### config.mk
export PLATFORM = sky130hd
export DESIGN_NAME = uart_receiver
export DESIGN_NICKNAME = d
export VERILOG_FILES = /design/src/rtl/uart_receiver_pkg.sv /design/src/rtl/uart_rx_bitcnt.sv /design/src/rtl/uart_receiver.sv
export SDC_FILE = /design/constraint.sdc
export NUM_CORES = 1
export LEC_CHECK = 0
export ABC_AREA = 1
export CAP_MARGIN = 20
export CORE_ASPECT_RATIO = 0.5
export CORE_MARGIN = 5
export CORE_UTILIZATION = 47
export CTS_CLUSTER_SIZE = 10
export DETAILED_ROUTE_END_ITERATION = 8
export PLACE_DENSITY = 0.68
export SLEW_MARGIN = 20
export SYNTH_ARGS = -nofsm -noshare
export SYNTH_HDL_FRONTEND = slang
export SYNTH_SLANG_ARGS = --single-unit
### constraint.sdc
create_clock -name CLK -period 2.2 [get_ports CLK]
set_clock_uncertainty 0.1 [all_clocks]
set_input_delay 0.66 -clock CLK [delete_from_list [all_inputs] [get_ports CLK]]
set_output_delay 0.66 -clock CLK [all_outputs]
set_load 0.01 [all_outputs]
### src/rtl/uart_receiver_pkg.sv
// Shared UART definitions: receiver FSM state encodings, transmitter modes and parity helper.
package uart_receiver_pkg;

    localparam int DATA_BITS = 8;

    typedef enum logic [2:0] {
        RX_IDLE   = 3'd0,
        RX_START  = 3'd1,
        RX_DATA   = 3'd2,
        RX_PARITY = 3'd3,
        RX_STOP   = 3'd4
    } rx_state_e;

    typedef enum logic [1:0] {
        TX_MODE_IDLE  = 2'd0,
        TX_MODE_START = 2'd1,
        TX_MODE_DATA  = 2'd2,
        TX_MODE_STOP  = 2'd3
    } tx_mode_e;

    // Even parity: the bit that makes the total count of ones even.
    function automatic logic even_parity(input logic [DATA_BITS-1:0] b);
        return ^b;
    endfunction

endpackage

### src/rtl/uart_rx_bitcnt.sv
// Bit-period timer for the UART receiver: free-running counter with clear,
// flagging the half-bit and full-bit points of each bit period.
module uart_rx_bitcnt #(
    parameter int CLKS_PER_BIT = 868
) (
    input  logic CLK,
    input  logic RESET,
    input  logic CLEAR,
    output logic HALF_TICK,
    output logic FULL_TICK
);

    localparam int CW = $clog2(CLKS_PER_BIT);
    localparam logic [CW-1:0] HALF_LAST = CW'(CLKS_PER_BIT / 2 - 1);
    localparam logic [CW-1:0] FULL_LAST = CW'(CLKS_PER_BIT - 1);

    logic [CW-1:0] cnt;

    always_ff @(posedge CLK) begin
        if (RESET || CLEAR) begin
            cnt <= '0;
        end else if (FULL_TICK) begin
            cnt <= '0;
        end else begin
            cnt <= cnt + CW'(1);
        end
    end

    assign HALF_TICK = (cnt == HALF_LAST);
    assign FULL_TICK = (cnt == FULL_LAST);

endmodule

### src/rtl/uart_receiver.sv
// UART receiver, 8 data bits LSB first, one stop bit. Defining UART_RX_PARITY_EN
// adds an even parity bit before the stop bit, the PARITY state and the PERR output.
module uart_receiver
    import uart_receiver_pkg::*;
#(
    parameter int CLKS_PER_BIT = 868
) (
    input  logic       CLK,
    input  logic       RESET,
    input  logic       RXD,
    output logic [7:0] DATA,
    output logic       VALID,
    output logic       BUSY,
    output logic       FERR,
`ifdef UART_RX_PARITY_EN
    output logic       PERR,
`endif
    output logic [2:0] STATE
);

    // VALID is a one-cycle strobe with no back-pressure: DATA is updated on the
    // same edge VALID rises and holds until the next good frame or reset.

    rx_state_e state;
    rx_state_e state_next;

    logic       sync1;
    logic       rxs;
    logic [7:0] shift;
    logic [2:0] bit_idx;
    logic       clr_cnt;
    logic       half_tick;
    logic       full_tick;
    logic       shift_en;
    logic       stop_sample;
    logic       par_err;
    logic       valid_d;
    logic       ferr_d;
`ifdef UART_RX_PARITY_EN
    logic       par_sample;
    logic       perr_d;
`else
    assign par_err = 1'b0;
`endif

    always_ff @(posedge CLK) begin
        if (RESET) begin
            sync1 <= 1'b1;
            rxs   <= 1'b1;
        end else begin
            sync1 <= RXD;
            rxs   <= sync1;
        end
    end

    uart_rx_bitcnt #(
        .CLKS_PER_BIT(CLKS_PER_BIT)
    ) u_bitcnt (
        .CLK      (CLK),
        .RESET    (RESET),
        .CLEAR    (clr_cnt),
        .HALF_TICK(half_tick),
        .FULL_TICK(full_tick)
    );

    always_ff @(posedge CLK) begin
        if (RESET) begin
            state <= RX_IDLE;
        end else begin
            state <= state_next;
        end
    end

    always_comb begin
        state_next  = state;
        clr_cnt     = 1'b0;
        shift_en    = 1'b0;
        stop_sample = 1'b0;
`ifdef UART_RX_PARITY_EN
        par_sample  = 1'b0;
`endif
        case (state)
            RX_IDLE: begin
                clr_cnt = 1'b1;
                if (!rxs) begin
                    state_next = RX_START;
                end
            end
            RX_START: begin
                // Mid start bit: a line already back high was only a glitch.
                if (half_tick) begin
                    clr_cnt    = 1'b1;
                    state_next = rxs ? RX_IDLE : RX_DATA;
                end
            end
            RX_DATA: begin
                if (full_tick) begin
                    clr_cnt  = 1'b1;
                    shift_en = 1'b1;
                    if (bit_idx == 3'(DATA_BITS - 1)) begin
`ifdef UART_RX_PARITY_EN
                        state_next = RX_PARITY;
`else
                        state_next = RX_STOP;
`endif
                    end
                end
            end
`ifdef UART_RX_PARITY_EN
            RX_PARITY: begin
                if (full_tick) begin
                    clr_cnt    = 1'b1;
                    par_sample = 1'b1;
                    state_next = RX_STOP;
                end
            end
`endif
            RX_STOP: begin
                if (full_tick) begin
                    clr_cnt     = 1'b1;
                    stop_sample = 1'b1;
                    state_next  = RX_IDLE;
                end
            end
            default: begin
                clr_cnt    = 1'b1;
                state_next = RX_IDLE;
            end
        endcase
    end

    always_comb begin
        valid_d = stop_sample & rxs & ~par_err;
        ferr_d  = stop_sample & ~rxs;
`ifdef UART_RX_PARITY_EN
        perr_d  = stop_sample & par_err;
`endif
    end

    assign BUSY  = (state != RX_IDLE);
    assign STATE = state;

    always_ff @(posedge CLK) begin
        if (RESET) begin
            shift   <= 8'h00;
            bit_idx <= 3'd0;
            DATA    <= 8'h00;
            VALID   <= 1'b0;
            FERR    <= 1'b0;
`ifdef UART_RX_PARITY_EN
            par_err <= 1'b0;
            PERR    <= 1'b0;
`endif
        end else begin
            VALID <= valid_d;
            FERR  <= ferr_d;
            if (valid_d) begin
                DATA <= shift;
            end
            if (state == RX_IDLE) begin
                bit_idx <= 3'd0;
            end
            if (shift_en) begin
                shift   <= {rxs, shift[7:1]};
                bit_idx <= bit_idx + 3'd1;
            end
`ifdef UART_RX_PARITY_EN
            PERR <= perr_d;
            if (state == RX_IDLE) begin
                par_err <= 1'b0;
            end
            if (par_sample) begin
                par_err <= (rxs != even_parity(shift));
            end
`endif
        end
    end

endmodule

==> metrics.txt <==
# TYPE chip_impl_metric gauge
chip_impl_metric{name="cts-root-to-sink-buffers",unit=""} 2
chip_impl_metric{name="relSlewSlack",unit="%"} 80.6
chip_impl_info{name="worst_path_max_delay_cell",value="sky130_fd_sc_hd__clkdlybuf4s50_1"} 1
chip_impl_metric{name="worst_hold_slack",unit="ns"} 0.321
chip_impl_info{name="worst-setup-path-type",value="reg -> out"} 1
chip_impl_metric{name="groute.usage.overall",unit="%"} 13.7
chip_impl_metric{name="sw_frac_of_total",unit="%"} 28.0
chip_impl_metric{name="placeableCoreArea",unit="sq um"} 3120
chip_impl_metric{name="grt_max_degree",unit=""} 18
chip_impl_metric{name="clkLatencyLatePin",unit="ns"} 0.29
chip_impl_metric{name="nets",unit=""} 224
chip_impl_metric{name="detail_route.wirelength.met1",unit="um"} 1420
chip_impl_metric{name="met2RoutedLength",unit="um"} 1340
chip_impl_metric{name="io-pin-count",unit=""} 17
chip_impl_metric{name="min_period",unit="ns"} 2.06
chip_impl_metric{name="port_buffers",unit=""} 16
chip_impl_metric{name="initial_core_util",unit="%"} 51.1
chip_impl_info{name="class_of_the_tightest_hold_or_removal_check",value="reg -> reg"} 1
chip_impl_metric{name="final_hold_viol_count",unit=""} 0
chip_impl_metric{name="timing.final.max_slew_violations",unit=""} 0
chip_impl_metric{name="finalCritPeriodShare",unit="%"} 93.5
chip_impl_metric{name="gate_count_post_synth",unit=""} 196
chip_impl_metric{name="drt-vias-per-instance",unit=""} 4.89
chip_impl_metric{name="setup_tns",unit="ns"} 0
chip_impl_metric{name="clkTransAtPathRegs",unit="ns"} 0.07
chip_impl_metric{name="cellLeakagePower",unit="nW"} 0.756
chip_impl_info{name="cp-end-kind",value="output pin"} 1
chip_impl_metric{name="post_layout_nonfiller_instances",unit=""} 258
chip_impl_info{name="rsz0062_at_grt",value="no"} 1
chip_impl_metric{name="setup_ws",unit="ns"} 0.144
chip_impl_info{name="crit_path_cell_trace",value="clkdlybuf4s50_1"} 1
chip_impl_info{name="tritoncts",value="done"} 1
chip_impl_metric{name="maximum_vdd_drop",unit="mV"} 0.416
chip_impl_info{name="synthDominantAreaCellType",value="sky130_fd_sc_hd__dfxtp_1"} 1
chip_impl_metric{name="drt_iter0_drcs",unit=""} 54
chip_impl_metric{name="power_density",unit="nW/um^2"} 746
chip_impl_metric{name="antenna-diode-count",unit=""} 0
chip_impl_metric{name="finalPower",unit="mW"} 1.40
chip_impl_metric{name="final_global_route_overflow_total",unit=""} 0
chip_impl_metric{name="report.final.setup_viol",unit=""} 0
chip_impl_info{name="critPathTopFamily",value="buffers and inverters"} 1
chip_impl_info{name="ys_top_cells_by_area",value="sky130_fd_sc_hd__dfxtp_1 45%, sky130_fd_sc_hd__nor2_1 7.5%, sky130_fd_sc_hd__nand2_1 5.9%"} 1
chip_impl_metric{name="finalWeightedCongestion",unit=""} 0.875
chip_impl_metric{name="crit_buf_inv",unit=""} 1
chip_impl_metric{name="drt-wirelength-per-cell",unit="um"} 11.3
chip_impl_metric{name="grt_pass1_wl",unit="um"} 5040
chip_impl_metric{name="place_hpwl",unit="um"} 2120
chip_impl_metric{name="p_comb_share",unit="%"} 15.0
chip_impl_metric{name="antenna_left",unit=""} 0
chip_impl_info{name="netlist_top_cells_count",value="36 x sky130_fd_sc_hd__dfxtp_1, 32 x sky130_fd_sc_hd__nor2_1, 25 x sky130_fd_sc_hd__nand2_1"} 1
chip_impl_metric{name="first_pass_iters",unit=""} 4
chip_impl_metric{name="intPower",unit="mW"} 1.01
chip_impl_metric{name="synth.yosys.seq_area_share",unit="%"} 45.2
chip_impl_metric{name="grt_antenna_before_repair",unit=""} 0
chip_impl_metric{name="postRouteWirelength",unit="um"} 2920
chip_impl_metric{name="yosysWarnings",unit=""} 0
chip_impl_metric{name="number_of_synthesized_register_bits",unit=""} 36
chip_impl_metric{name="seq_power_share",unit="%"} 50.1
chip_impl_metric{name="cts_buffers",unit=""} 5
chip_impl_info{name="library_cell_used_as_clock_root_buffer",value="sky130_fd_sc_hd__clkbuf_8"} 1
chip_impl_metric{name="finish.utilization",unit="%"} 60.2
chip_impl_metric{name="cp_max_fo",unit=""} 5
chip_impl_metric{name="chipHeight",unit="um"} 51.2
chip_impl_metric{name="chipWidth",unit="um"} 92.3
chip_impl_metric{name="cts.htree.levels",unit=""} 2
chip_impl_metric{name="synth-async-reset-ratio",unit="%"} 0
chip_impl_metric{name="drive_above_1_share",unit="%"} 16.5
chip_impl_metric{name="power_switching",unit="mW"} 0.392
chip_impl_metric{name="dp_cells",unit=""} 250
chip_impl_metric{name="vias",unit=""} 1261
chip_impl_metric{name="area_delta_synth_final",unit="%"} 17.8
chip_impl_info{name="setup.worst_path.start_class",value="flip-flop"} 1
chip_impl_metric{name="cts_num_sinks",unit=""} 36
chip_impl_info{name="prevailing_post_synth_register_cell",value="sky130_fd_sc_hd__dfxtp_1"} 1
chip_impl_metric{name="route.detailed.drc",unit=""} 0
chip_impl_metric{name="critical-path-max-stage-delay",unit="ns"} 0.58
chip_impl_metric{name="placementRows",unit=""} 14
chip_impl_metric{name="wl_met3",unit="um"} 100
chip_impl_metric{name="synthDominantCellAreaShare",unit="%"} 45.2
chip_impl_metric{name="postSynthAreaPerCell",unit="sq um"} 8.13
chip_impl_metric{name="fmax",unit="GHz"} 0.486
chip_impl_metric{name="pre_cts_slack",unit="ns"} 0.255
chip_impl_info{name="highest_layer",value="met4"} 1
chip_impl_metric{name="ys_types",unit=""} 29
chip_impl_metric{name="synth-edff-count",unit=""} 0
chip_impl_metric{name="die_area",unit="sq um"} 4720
chip_impl_metric{name="synth.cell_area",unit="sq um"} 1590
chip_impl_metric{name="number_of_global_route_vias_before_repair",unit=""} 1182
chip_impl_info{name="status",value="completed"} 1
chip_impl_metric{name="clock_power_share",unit="%"} 34.9
chip_impl_metric{name="syn_nets",unit=""} 203
chip_impl_metric{name="critical_path_arrival",unit="ns"} 1.30
chip_impl_metric{name="postLayoutCellArea",unit="sq um"} 1880
chip_impl_metric{name="worst_pin_slew",unit="ns"} 0.290
chip_impl_info{name="synth_most_common_cell",value="sky130_fd_sc_hd__dfxtp_1"} 1
chip_impl_metric{name="placed_cell_area",unit="sq um"} 1780
chip_impl_metric{name="hold_buffers",unit=""} 0
chip_impl_metric{name="worst-endpoint-required",unit="ns"} 1.44
chip_impl_metric{name="drv_cap",unit=""} 0
==> flip-flops by register name, summed over array words and instances, names as in the netlist <==
register and cells:
DATA 8, VALID 1, bit_idx 3, u_bitcnt.cnt 10, FERR 1, STATE 3
sync1 1, rxs 1, shift 8
==> what timing repair did <==
| item | CTS | global route |
|---|---|---|
| endpoints found under the setup margin | 1 | 0 |
| hold endpoints to repair | 0 | 0 |
| setup buffers | 0 | 0 |
| gates resized for setup | 1 | 0 |
==> layer usage <==
layer  global-route usage (%)  vias up
met5                        0        -
met4                     7.88        0
met3                     5.43       11
met2                     23.0       14
met1                     15.1      568
li1                         -      668
==> cells by family (layout without fill, tap and decap cells) <==
| family | after synthesis | count (layout) | synth area share (%) |
|---|---|---|---|
| xor gates and xnor gates | 1 | 1 | 0.550 |
| AOI/OAI and AO/OA | 36 | 36 | 13.4 |
| buffers and inverters | 33 | 55 | 9.35 |
| adders and majority gates | 4 | 4 | 3.14 |
| and+or+nand+nor | 86 | 86 | 28.4 |
| DFF | 36 | 36 | 45.2 |
==> area by class of cell <==
class,instances,area [sq um]
clock buffers,7,86.3
clock inverters,1,7.51
multi-input cells,127,723
repair buffers,19,181
inverters,28,106
well taps,40,50.0
flip-flops and latches,36,721
fillers,280,1240
==> power by group through the flow <==
stage	clock network [mW]	logic (mW)	registers (mW)
after floorplan	0	0.143	0.716
after global placement	0	0.217	0.713
after detailed placement	0	0.217	0.715
after CTS	0.509	0.213	0.700
after global routing	0.541	0.234	0.702
final	0.488	0.210	0.701
==> placed cells by master, fill, tap and decap left out, types with 2 or more instances in the layout <==
cell / instances
sky130_fd_sc_hd__nor2_4: 3
sky130_fd_sc_hd__buf_4: 3
sky130_fd_sc_hd__nand3_4: 2
sky130_fd_sc_hd__a21oi_1: 10
sky130_fd_sc_hd__nand4_1: 3
sky130_fd_sc_hd__inv_1: 24
sky130_fd_sc_hd__nor3_1: 2
sky130_fd_sc_hd__nor2_1: 32
sky130_fd_sc_hd__o21ai_0: 17
sky130_fd_sc_hd__nand2_4: 2
sky130_fd_sc_hd__a21oi_2: 7
sky130_fd_sc_hd__nand2_1: 25
sky130_fd_sc_hd__dfxtp_1: 36
sky130_fd_sc_hd__clkdlybuf4s50_1: 15
sky130_fd_sc_hd__nor3_2: 2
sky130_fd_sc_hd__inv_2: 2
sky130_fd_sc_hd__nand3_1: 8
sky130_fd_sc_hd__clkbuf_8: 6
sky130_fd_sc_hd__or2_2: 3
sky130_fd_sc_hd__ha_1: 4
==> path summary, 6_finish.rpt <==
check,from,cells past startpoint,slack (ns),end
max,STATE[1],1,0.14,STATE[1]
min,sync1,1,0.32,rxs
max reg2reg,u_bitcnt.cnt[0],8,0.49,DATA[0]
min reg2reg,sync1,1,0.32,rxs
Power figures use the tool's default switching activity.
==> variant (same flow settings) <==
Register the input `RXD` before use. The logic sees it one clock later.
--- a/src/rtl/uart_receiver.sv
+++ b/src/rtl/uart_receiver.sv
@@ -18,4 +18,10 @@
     output logic [2:0] STATE
 );
+
+    logic RXD_q;
+
+    always_ff @(posedge CLK) begin
+        RXD_q <= RXD;
+    end
 
     // VALID is a one-cycle strobe with no back-pressure: DATA is updated on the
@@ -49,5 +55,5 @@
             rxs   <= 1'b1;
         end else begin
-            sync1 <= RXD;
+            sync1 <= RXD_q;
             rxs   <= sync1;
         end
Formal check against the unedited RTL: not equivalent (a bounded check fails within 4 cycles, from zero or initial values and one cycle with RESET high).
==> variant against the unedited design <==
  * Fmax rose by 4.1%
  * Area after synthesis fell by 0.24%
  * Critical path depth is the same
  * Routed wire length shrank 0.34%
  * Sequential share of layout area is 0.38 points higher
  * Non-clock buffer count shrank 1
  * Cell area rose by 1.9%
  * Setup slack better by 0.081 ns
  * Power grew 20%
  * Sequential cell count rose by 1
  * Critical endpoint unchanged
==> variant: results <==
export IMPL_ys_seq_area_frac=0.466
export IMPL_htree_levels=2
export IMPL_multi_input_gates=133
export IMPL_leakagePower_uw=0.000760
export IMPL_nNetsFinal=230
export IMPL_place_inst=256
export IMPL_status="finished clean"
export IMPL_vias_per_cell=4.88
export IMPL_critPathMaxStageDelay_ns=0.55
export IMPL_multi_input_area_sq_um=717
export IMPL_nClkBuffers=6
export IMPL_dp_hpwl_mm=2.06
export IMPL_buffers=18
export IMPL_vias=1289
export IMPL_synthTopCellsByArea="dfxtp_1, nand2_1, inv_1, nor2_1, a21oi_1"
export IMPL_final_nonclk_buf_share=0.0929
export IMPL_timing_hold_ws_ns=0.311
export IMPL_synth_compound_area_frac=0.0992
export IMPL_synth_fp_nets=210
export IMPL_yosysUniqueCellTypes=26
export IMPL_dr_pass1_iters=4
export IMPL_drive_gt1_frac=0.134
export IMPL_crit_fanout=4
export IMPL_synth_xor_area_frac=0.0165
export IMPL_yosys_area_share_adder=0.0315
export IMPL_r2r_end="DATA[3]$_SDFFE_PP0P_"
export IMPL_clock_area_frac=0.0628
export IMPL_routed_wl_mm=2.91
export IMPL_vdd_drop_max_mv=0.422
export IMPL_syn_area_per_cell_sq_um=7.83
export IMPL_seq_area_sq_um=742
export IMPL_grt_pass1_wl_mm=5.16
export IMPL_synth_commonest_cells="dfxtp_1, nand2_1, inv_1"
export IMPL_cts_buffer_depth=2
export IMPL_place_gp_congestion=0.782
export IMPL_arrival_ns=1.22
export IMPL_n_sequential_cell=37
[variant: cell types whose count changed in the layout (fill, tap and decap cells not counted), moves of 3 or more]
cell     delta
a21oi_1     +5
a21oi_2     -4
nand2_1     +7
nand2_2     +3
nand4_1     +6
nor2_1      -8
nor2_2      +4
nor2_4      -3
nor3_1      +5
o21ai_0     -9
xor2_1      +3
[variant: where the power goes]
part           internal [uW]  switching (uW)  total [uW]
Combinational            129             220         349
Clock                    369             245         614
Sequential               696            21.0         717
[variant: routing by layer]
| metal | global-route usage | wire [um] |
|---|---|---|
| met2 | 0.222 | 1260 |
| met1 | 0.171 | 1510 |
| met5 | 0 | 0 |
| met3 | 0.0572 | 102 |
| met4 | 0.0517 | 42 |
[variant: through the flow]
step                 util  total power, uW  instance area (sq um)  worst slack, ns
floorplan               -              972                   1590            0.661
global placement    0.573             1080                   1790            0.361
detailed placement  0.573             1090                   1790            0.324
CTS                 0.612             1710                   1910           0.0275
global route        0.613             1790                   1910            0.189
finish              0.613             1680                   1910            0.224
